--- src/rtl/axis_demux_1_2.sv ---
// 1:2 AXI-Stream demultiplexer with a single registered output stage and per-port frame counters.
// Define AXIS_DEMUX_FRAME_LOCK_EN to lock each frame's destination to the sel value seen on its first beat.
module axis_demux_1_2 #(
  parameter int DATA_W = 8,
  parameter int CNT_W  = 5
) (
  input  logic              clk,
  input  logic              reset,
  input  logic              sel,
  input  logic [DATA_W-1:0] s_tdata,
  input  logic              s_tvalid,
  output logic              s_tready,
  input  logic              s_tlast,
  output logic [DATA_W-1:0] m0_tdata,
  output logic              m0_tvalid,
  input  logic              m0_tready,
  output logic              m0_tlast,
  output logic [DATA_W-1:0] m1_tdata,
  output logic              m1_tvalid,
  input  logic              m1_tready,
  output logic              m1_tlast,
  output logic [CNT_W-1:0]  frame_cnt0,
  output logic [CNT_W-1:0]  frame_cnt1
);

  logic              vld_p0;
  logic              last_p0;
  logic              dest_p0;
  logic [DATA_W-1:0] data_p0;

  logic dest_ready;
  logic accept;
  logic out_hs;
  logic route_dest;

  assign dest_ready = dest_p0 ? m1_tready : m0_tready;
  assign s_tready   = !vld_p0 || dest_ready;
  assign accept     = s_tvalid && s_tready;
  assign out_hs     = vld_p0 && dest_ready;

`ifdef AXIS_DEMUX_FRAME_LOCK_EN
  typedef enum logic {
    IDLE     = 1'b0,
    IN_FRAME = 1'b1
  } state_t;

  state_t state, state_nxt;
  logic   lock_dest, lock_dest_nxt;

  always_ff @(posedge clk) begin
    if (reset) begin
      state     <= IDLE;
      lock_dest <= 1'b0;
    end else begin
      state     <= state_nxt;
      lock_dest <= lock_dest_nxt;
    end
  end

  // sel is only honoured on the first beat of a frame
  always_comb begin
    state_nxt     = state;
    lock_dest_nxt = lock_dest;
    route_dest    = sel;
    case (state)
      IDLE: begin
        route_dest = sel;
        if (accept) begin
          lock_dest_nxt = sel;
          if (!s_tlast) state_nxt = IN_FRAME;
        end
      end
      IN_FRAME: begin
        route_dest = lock_dest;
        if (accept && s_tlast) state_nxt = IDLE;
      end
      default: state_nxt = IDLE;
    endcase
  end
`else
  assign route_dest = sel;
`endif

  // stage p0: output register
  always_ff @(posedge clk) begin
    if (reset) begin
      vld_p0  <= 1'b0;
      last_p0 <= 1'b0;
      dest_p0 <= 1'b0;
      data_p0 <= '0;
    end else if (accept) begin
      vld_p0  <= 1'b1;
      last_p0 <= s_tlast;
      dest_p0 <= route_dest;
      data_p0 <= s_tdata;
    end else if (out_hs) begin
      vld_p0  <= 1'b0;
    end
  end

  always_ff @(posedge clk) begin
    if (reset) begin
      frame_cnt0 <= '0;
      frame_cnt1 <= '0;
    end else if (out_hs && last_p0) begin
      if (dest_p0) frame_cnt1 <= frame_cnt1 + CNT_W'(1);
      else         frame_cnt0 <= frame_cnt0 + CNT_W'(1);
    end
  end

  assign m0_tvalid = vld_p0 && !dest_p0;
  assign m1_tvalid = vld_p0 &&  dest_p0;
  assign m0_tlast  = last_p0 && m0_tvalid;
  assign m1_tlast  = last_p0 && m1_tvalid;
  assign m0_tdata  = data_p0;
  assign m1_tdata  = data_p0;

endmodule
--- config.mk ---
export PLATFORM = sky130hd
export DESIGN_NAME = axis_demux_1_2
export DESIGN_NICKNAME = d
export VERILOG_FILES = /design/src/rtl/axis_demux_1_2.sv
export SDC_FILE = /design/constraint.sdc
export NUM_CORES = 1
export LEC_CHECK = 0
export CORE_MARGIN = 8
export CORE_UTILIZATION = 46
export DETAILED_ROUTE_END_ITERATION = 8
export PLACE_DENSITY = 0.92
export REMOVE_ABC_BUFFERS = 1
export SKIP_LAST_GASP = 1
export SLEW_MARGIN = 20
export SYNTH_ARGS = -nofsm -noshare
export SYNTH_HDL_FRONTEND = slang
export SYNTH_SLANG_ARGS = --single-unit
--- constraint.sdc ---
create_clock -name clk -period 3.6 [get_ports clk]
set_clock_uncertainty 0.05 [all_clocks]
set_input_delay 0.9 -clock clk [delete_from_list [all_inputs] [get_ports clk]]
set_output_delay 0.9 -clock clk [all_outputs]
set_load 0.02 [all_outputs]
# [Word-level counts from Yosys, hierarchy flattened]
# Cells that the tools add are included.
[word_totals] inputBits=15 output_inout_bits=31 word_cells=25 register_bits=21
[op_classes] n_reduce_logical=13 add_sub_neg=2 muxes=3 n_bitwise=1
[op_table] operator="5-bit by 1-bit adder with 5-bit output, second input constant" n=2
[op_table] operator="1-bit logical AND" n=7
[op_table] operator="2-bit AND reduction" n=2
[op_table] operator="1-bit two-way mux" n=3
[op_table] operator="1-bit zero test" n=2
[op_table] operator="2-bit nonzero test" n=1
[op_table] operator="1-bit logical OR" n=1
[op_table] operator="1-bit inverter" n=1

# [Logic depth before layout (Yosys ltp)]
# Gate-level depths: netlist of the first run.
[depth] depth_word=4 depth_mapped=5 mapped_depth_nobuf=4

# [Least setup slack after synthesis of the first run]
# Ideal clock, no wire load.
[synth_path] kind="input-to-output" from="input port m1_tready" to="output port s_tready" cell_stages=4 path_slack_ns=1.103 n_path_buf=2 arrival_ns=1.547 t_required_ns=2.650 cell_sequence="mux2i_1 buf_2 buf_2 nand2_1"
[synth_via] elab_chain_cells=2
[synth_rtl] element="from (decl)" line="20" text="input logic m1_tready,"
[synth_rtl] element="1-bit two-way mux" line="36" text="assign dest_ready = dest_p0 ? m1_tready : m0_tready;"
[synth_rtl] element="1-bit logical OR" line="37" text="assign s_tready = !vld_p0 || dest_ready;"
[synth_rtl] element="to (decl)" line="12" text="output logic s_tready,"
# No other way between the ends.

# [Worst setup path after layout of the first run]
# Same ends and word-level chain as after synthesis.

==> results of run 1 <==
final cells by class:
cell class                 count  area (sq um)
clock buffer                   3          22.5
clock inverter                 1          5.00
fill                         222           831
inverter                       5          18.8
multi-input combinational     93           624
sequential                    21           420
tap                           30          37.5
timing repair buffer          48           473
worst max path at each step:
stage                              startpoint  depth (start not counted)        end
after global placement              m1_tready                          4   s_tready
after floorplan                     m1_tready                          2   s_tready
final                               m1_tready                          4   s_tready
after global routing      vld_p0$_SDFFE_PP0P_                          3  m0_tvalid
after CTS                           m1_tready                          4   s_tready
after detailed placement            m1_tready                          4   s_tready
metal layers:
layer	vias to the layer above	part of all wire, %	global-route usage (%)
met4	0	1.5	6.67
met3	5	10	6.10
met2	51	47	26.4
li1	568	-	-
met1	558	41	15.2
met5	-	0	0
power by group through the flow:
| stage | Sequential [uW] | Clock [uW] | Combinational [uW] |
|---|---|---|---|
| after floorplan | 285 | 0 | 32.1 |
| after global placement | 264 | 0 | 128 |
| after detailed placement | 266 | 0 | 131 |
| after CTS | 261 | 119 | 132 |
| after global routing | 263 | 132 | 140 |
| final | 261 | 119 | 131 |
cell families (layout without fill, tap and decap cells):
| group | Yosys count | in the layout | share of synthesized area, % |
|---|---|---|---|
| AND/OR/NAND/NOR | 52 | 52 | 28.1 |
| AO/OA/AOI/OAI | 34 | 34 | 19.2 |
| buffers and inverters | 24 | 57 | 10.5 |
| flip-flops | 21 | 21 | 36.0 |
| multiplexers | 3 | 3 | 2.57 |
| adder cells (fa/ha/maj) | 2 | 2 | 2.14 |
| XOR/XNOR | 2 | 2 | 1.50 |
tightest hold or removal path, cell delays in order, from the launching register on:
cell and delay (ns):
dfxtp_1 0.35, o31ai_1 0.08, a21oi_1 0.06
cells in the mapped netlist (all sizes together):
cell,n
buf,11
nor2b,1
inv,5
a21oi,7
a221oi,1
dfxtp,21
xor2,2
nand4,1
nand4b,9
ha,2
nor2,9
nor3b,9
nand2,12
or3,5
nand2b,1
a31oi,9
or3b,1
clkbuf,8
nand3,3
mux2i,3
o31ai,1
o311ai,9
or4,1
o21ai,6
a21o,1
state kept, by name, indices dropped and copies added (netlist names):
register and cells:
m0_tdata 8, frame_cnt0 5, frame_cnt1 5, dest_p0 1, last_p0 1, vld_p0 1
stage by stage:
stage          setup WS, ns  hold slack (ns)
3_3_place_gp          0.387            0.410
5_1_grt               0.285            0.504
2_1_floorplan         0.718            0.495
6_report              0.356            0.473
4_1_cts               0.349            0.469
3_5_place_dp          0.363            0.451
==> impl_metrics.csv, run 1 <==
group,metric,value,unit
outcome,status,"complete, no violations",
synthesis,synth_area_leaders,"dfxtp_1, o311ai_0, nand4b_1",
synthesis,synth.cell_area,1170,sq um
die,io_pins,46,
setup_path,ff2ff_setup_slack,1.85,ns
drt,drt_pass1_iterations,4,
drt,first_iter_violations,61,
power_and_ir_drop,finalPower,511,uW
timing,rsz0062_at_grt,"no",
setup_path,cp_cell_sequence,"clkdlybuf4s50_1, mux2i_1, nand2_1, clkdlybuf4s50_1",
power_and_ir_drop,power_frac_seq,51.0,%
hold_path,whs_path_depth,2,
timing,finalSetupViolCount,0,
die,die_h,66.4,um
clock_tree,cts_root_buf,"clkbuf_4",
power_and_ir_drop,p_leak,0.000552,uW
drt,wirelength,3.27,mm
synthesis,yosysSeqAreaShare,36.0,%
setup_path,cp-start-kind,"primary input",
timing,min_period_over_period,90.1,%
setup_path,crit_path_end_kind,"output port",
power_and_ir_drop,p_comb_share,25.7,%
drt,final_antenna_net_count,0,
global_routing,first_global_vias,1186,
synthesis,syn_inst,138,
setup_path,required,2.65,ns
placement,dpl-instance-area,1570,sq um
global_routing,grt_usage,15.1,%
cells_and_area,antenna_cells,0,
synthesis,ys_types,28,
drt,vias_per_cell,5.88,
power_and_ir_drop,netSwitchingPower,160,uW
die,num_rows,18,
clock_tree,cts_setup_buffers,0,
placement,hpwl,2.39,mm
setup_path,critPathArrivalTime,2.29,ns
setup_path,slowest_delay,0.62,ns
clock_tree,cts_tree,"done",
cells_and_area,layout_commonest_cell,"clkdlybuf4s50_1",
power_and_ir_drop,powerDensity,319,nW/um^2
global_routing,antenna_found_initial,0,
power_and_ir_drop,p_int,351,uW
die,initial_core_util,48.0,%
synthesis,synth_top_area_cell,"dfxtp_1",
hold_path,hold_class,"reg -> reg",
clock_tree,htreeDepth,1,
global_routing,grt_pass1_wl,5.28,mm
clock_tree,cts_buffers,3,
timing,tns,0,ns
clock_tree,clockBufferDepth,2,
drt,drc_errors,0,
hold_path,min_to,"frame_cnt1[4]$_SDFFE_PP0P_",
setup_path,crit_slowest_cell,"clkdlybuf4s50_1",
timing,hold_viol,0,
cells_and_area,layout_common_cells,"clkdlybuf4s50_1, dfxtp_1, nand2_1",
placement,port_buffers,45,
setup_path,cp_top_family,"buffers and inverters",
run,maxCapViolCount,0,
synthesis,synth_seq_cells,21,
cells_and_area,drive_gt1_share,5.85,%
clock_tree,post_cts_resized,0,
cells_and_area,fin_area,1600,sq um
power_and_ir_drop,swShare,31.3,%
power_and_ir_drop,ir_worst_vdd,0.200,mV
clock_tree,clock_sinks,21,
synthesis,synth_top_area_share,36.0,%
clock_tree,insertion_delay,0.31,ns
setup_path,worst_r2r_endpoint,"last_p0$_SDFFE_PP0P_",
setup_path,cp_max_fo,3,
hold_path,min_from,"frame_cnt1[4]$_SDFFE_PP0P_",
setup_path,cp_num_buf_inv,2,
drt,via_count,1182,
placement,place.gp.congestion,0.743,
drt,drt-wirelength-per-cell,16.2,um
power_and_ir_drop,clockPowerShare,23.3,%
placement,dp.cells,197,
timing,finalMaxSlewViolations,0,
die,die-area,4410,sq um
timing,min_period,3.24,ns
synthesis,synth_warnings,0,
setup_path,worst-r2r-cell-count,4,
clock_tree,clkTransAtPathRegs,0.12,ns
cells_and_area,area.growth.synth_to_final,37.2,%
timing,worst_slew_pin_slew,0.661,ns
global_routing,grt_max_degree,40,
cells_and_area,final_util,65.8,%
global_routing,overflow,0,
synthesis,avgSynthCellArea,8.46,sq um
die,core,2430,sq um
setup_path,r2r_start,"dest_p0$_SDFFE_PP0P_",
setup_path,path_common_cell,"clkdlybuf4s50_1",
die,fp.dieW,66.4,um
clock_tree,ctsHoldBuffers,0,
setup_path,crit_type,"in -> out",
cells_and_area,fin_nets,189,
timing,maxSlewHeadroom,55.9,%
timing,fmax,308,MHz
cells_and_area,fin_cells,201,
No activity file was read; power rests on OpenSTA's default activity.
==> inputs of run 2 (changes only) <==
- PLACE_DENSITY: 0.92 -> not set
- PLACE_DENSITY_LB_ADDON: not set -> 0.1
==> run 2 against run 1 <==
Against the previous run: non-clock buffer count increased by 1; clock power about the same; worst setup slack gained 0.0053 ns; sequential share of layout area fell by 0.12 points; via count fell by 1.5%; clock-buffer cell count did not move; fmax up 0.16%; sequential power about the same; sequential cell count stayed put; cell count is 0.50% higher; global-route usage shrank 1.1 points; die area did not move; critical path type unchanged.
==> impl_metrics.csv, run 2 (same netlist as run 1, synthesis figures left out) <==
group,metric,value,unit
cells_and_area,drive_gt1_share,6.40,%
setup_path,cp_num_buf_inv,2,
drt,dr_wl_met2,1.55,mm
outcome,status,"complete, no violations",
die,num_rows,18,
cells_and_area,fin_area,1610,sq um
placement,port_buffers,45,
setup_path,required,2.65,ns
placement,dpl-instance-area,1580,sq um
drt,drt-wirelength-per-cell,15.4,um
drt,first_iter_violations,48,
global_routing,antenna_found_initial,0,
global_routing,grt_usage,13.9,%
power_and_ir_drop,ir_worst_vdd,0.260,mV
setup_path,crit_path_end_kind,"output port",
setup_path,worst_r2r_endpoint,"last_p0$_SDFFE_PP0P_",
setup_path,cp_cell_sequence,"clkdlybuf4s50_1, mux2i_1, nand2_1, clkdlybuf4s50_1",
placement,place.gp.congestion,0.704,
timing,finalMaxSlewViolations,0,
timing,finalSetupViolCount,0,
cells_and_area,area.growth.synth_to_final,37.8,%
power_and_ir_drop,powerDensity,318,nW/um^2
drt,met1_length,1.33,mm
cells_and_area,layout_common_cells,"clkdlybuf4s50_1, dfxtp_1, nand2_1",
clock_tree,cts_setup_buffers,0,
drt,drt_pass1_iterations,4,
timing,rsz0062_at_grt,"no",
global_routing,grt_pass1_wl,4.95,mm
cells_and_area,fin_nets,190,
timing,tns,0,ns
hold_path,hold_class,"reg -> reg",
timing,min_period_over_period,90.0,%
drt,final_antenna_net_count,0,
clock_tree,cts_root_buf,"clkbuf_4",
die,die_h,66.4,um
drt,routed.top_layer,"met4",
clock_tree,htreeDepth,1,
die,core,2430,sq um
power_and_ir_drop,p_leak,0.000557,uW
drt,via_count,1164,
clock_tree,cts_tree,"done",
clock_tree,clkTransAtPathRegs,0.12,ns
drt,wirelength,3.12,mm
setup_path,cp-start-kind,"primary input",
setup_path,critPathCapture,"s_tready",
setup_path,cp-startpoint,"m1_tready",
setup_path,worst-r2r-cell-count,4,
setup_path,cp_top_family,"buffers and inverters",
drt,dr_wl_met3,212,um
setup_path,crit_cells,4,
setup_path,ff2ff_setup_slack,1.84,ns
timing,worst_slew_pin_slew,0.657,ns
die,fp.dieW,66.4,um
global_routing,grt_max_degree,41,
clock_tree,clockBufferDepth,2,
setup_path,crit_type,"in -> out",
setup_path,crit_slowest_cell,"clkdlybuf4s50_1",
setup_path,r2r_start,"dest_p0$_SDFFE_PP0P_",
drt,drc_errors,0,
die,die-area,4410,sq um
global_routing,first_global_vias,1082,
timing,whs,0.450,ns
clock_tree,cts_buffers,3,
cells_and_area,largest_register_ffs,8,
cells_and_area,layout_commonest_cell,"clkdlybuf4s50_1",
placement,hpwl,2.24,mm
setup_path,cp_max_fo,3,
clock_tree,insertion_delay,0.31,ns
clock_tree,ctsHoldBuffers,0,
die,io_pins,46,
setup_path,path_common_cell,"clkdlybuf4s50_1",
hold_path,whs_path_depth,2,
timing,min_period,3.24,ns
die,initial_core_util,48.0,%
timing,fmax,309,MHz
timing,hold_viol,0,
clock_tree,clock_sinks,21,
global_routing,overflow,0,
drt,vias_per_cell,5.76,
clock_tree,post_cts_resized,0,
cells_and_area,antenna_cells,0,
setup_path,slowest_delay,0.60,ns
run,maxCapViolCount,0,
cells_and_area,final_util,66.2,%
timing,maxSlewHeadroom,56.1,%
setup_path,critPathArrivalTime,2.29,ns
run 2: final cells by class:
type	instances	area (sq um)
flip-flops and latches	21	420
inverters	5	18.8
multi-input cells	93	624
clock inverters	1	5.00
clock buffers	3	22.5
repair buffers	49	480
well taps	30	37.5
fillers	207	823
run 2: worst min-delay path, stage by stage, from the launching register on:
cell	delay (ns)
dfxtp_1	0.34
o21ai_0	0.07
a21oi_1	0.06
run 2: how the worst min path moves through the flow:
| stage | slack [ns] | endpoint | startpoint |
|---|---|---|---|
| after floorplan | 0.50 | frame_cnt1[4]$_SDFFE_PP0P_ | frame_cnt1[4]$_SDFFE_PP0P_ |
| after global placement | 0.41 | frame_cnt1[4]$_SDFFE_PP0P_ | frame_cnt1[4]$_SDFFE_PP0P_ |
| after detailed placement | 0.43 | frame_cnt0[4]$_SDFFE_PP0P_ | frame_cnt0[4]$_SDFFE_PP0P_ |
| after CTS | 0.45 | frame_cnt0[4]$_SDFFE_PP0P_ | frame_cnt0[4]$_SDFFE_PP0P_ |
| after global routing | 0.48 | frame_cnt0[4]$_SDFFE_PP0P_ | frame_cnt0[4]$_SDFFE_PP0P_ |
| final | 0.45 | frame_cnt0[4]$_SDFFE_PP0P_ | frame_cnt0[4]$_SDFFE_PP0P_ |
run 2: metrics by stage:
stage / total power (uW) / cells / setup WS (ns)
after floorplan: 317 / 119 / 0.718
after global placement: 395 / 198 / 0.386
after detailed placement: 398 / 198 / 0.376
after CTS: 513 / 202 / 0.361
after global routing: 533 / 202 / 0.318
final: 511 / 202 / 0.361
run 2: report_power, final:
part / internal [uW] / switching (uW) / leakage [uW]
sequential: 244 / 14.2 / 0.000172
clock: 41.5 / 76.5 / 0.0000177
combinational: 65.7 / 68.5 / 0.000367
total: 352 / 159 / 0.000557
run 2: metal layers:
layer / track usage, % / up-vias
met2: 25.2 / 42
met3: 4.07 / 4
met4: 3.20 / 0
met5: 0 / -
li1: - / 574
met1: 15.5 / 544
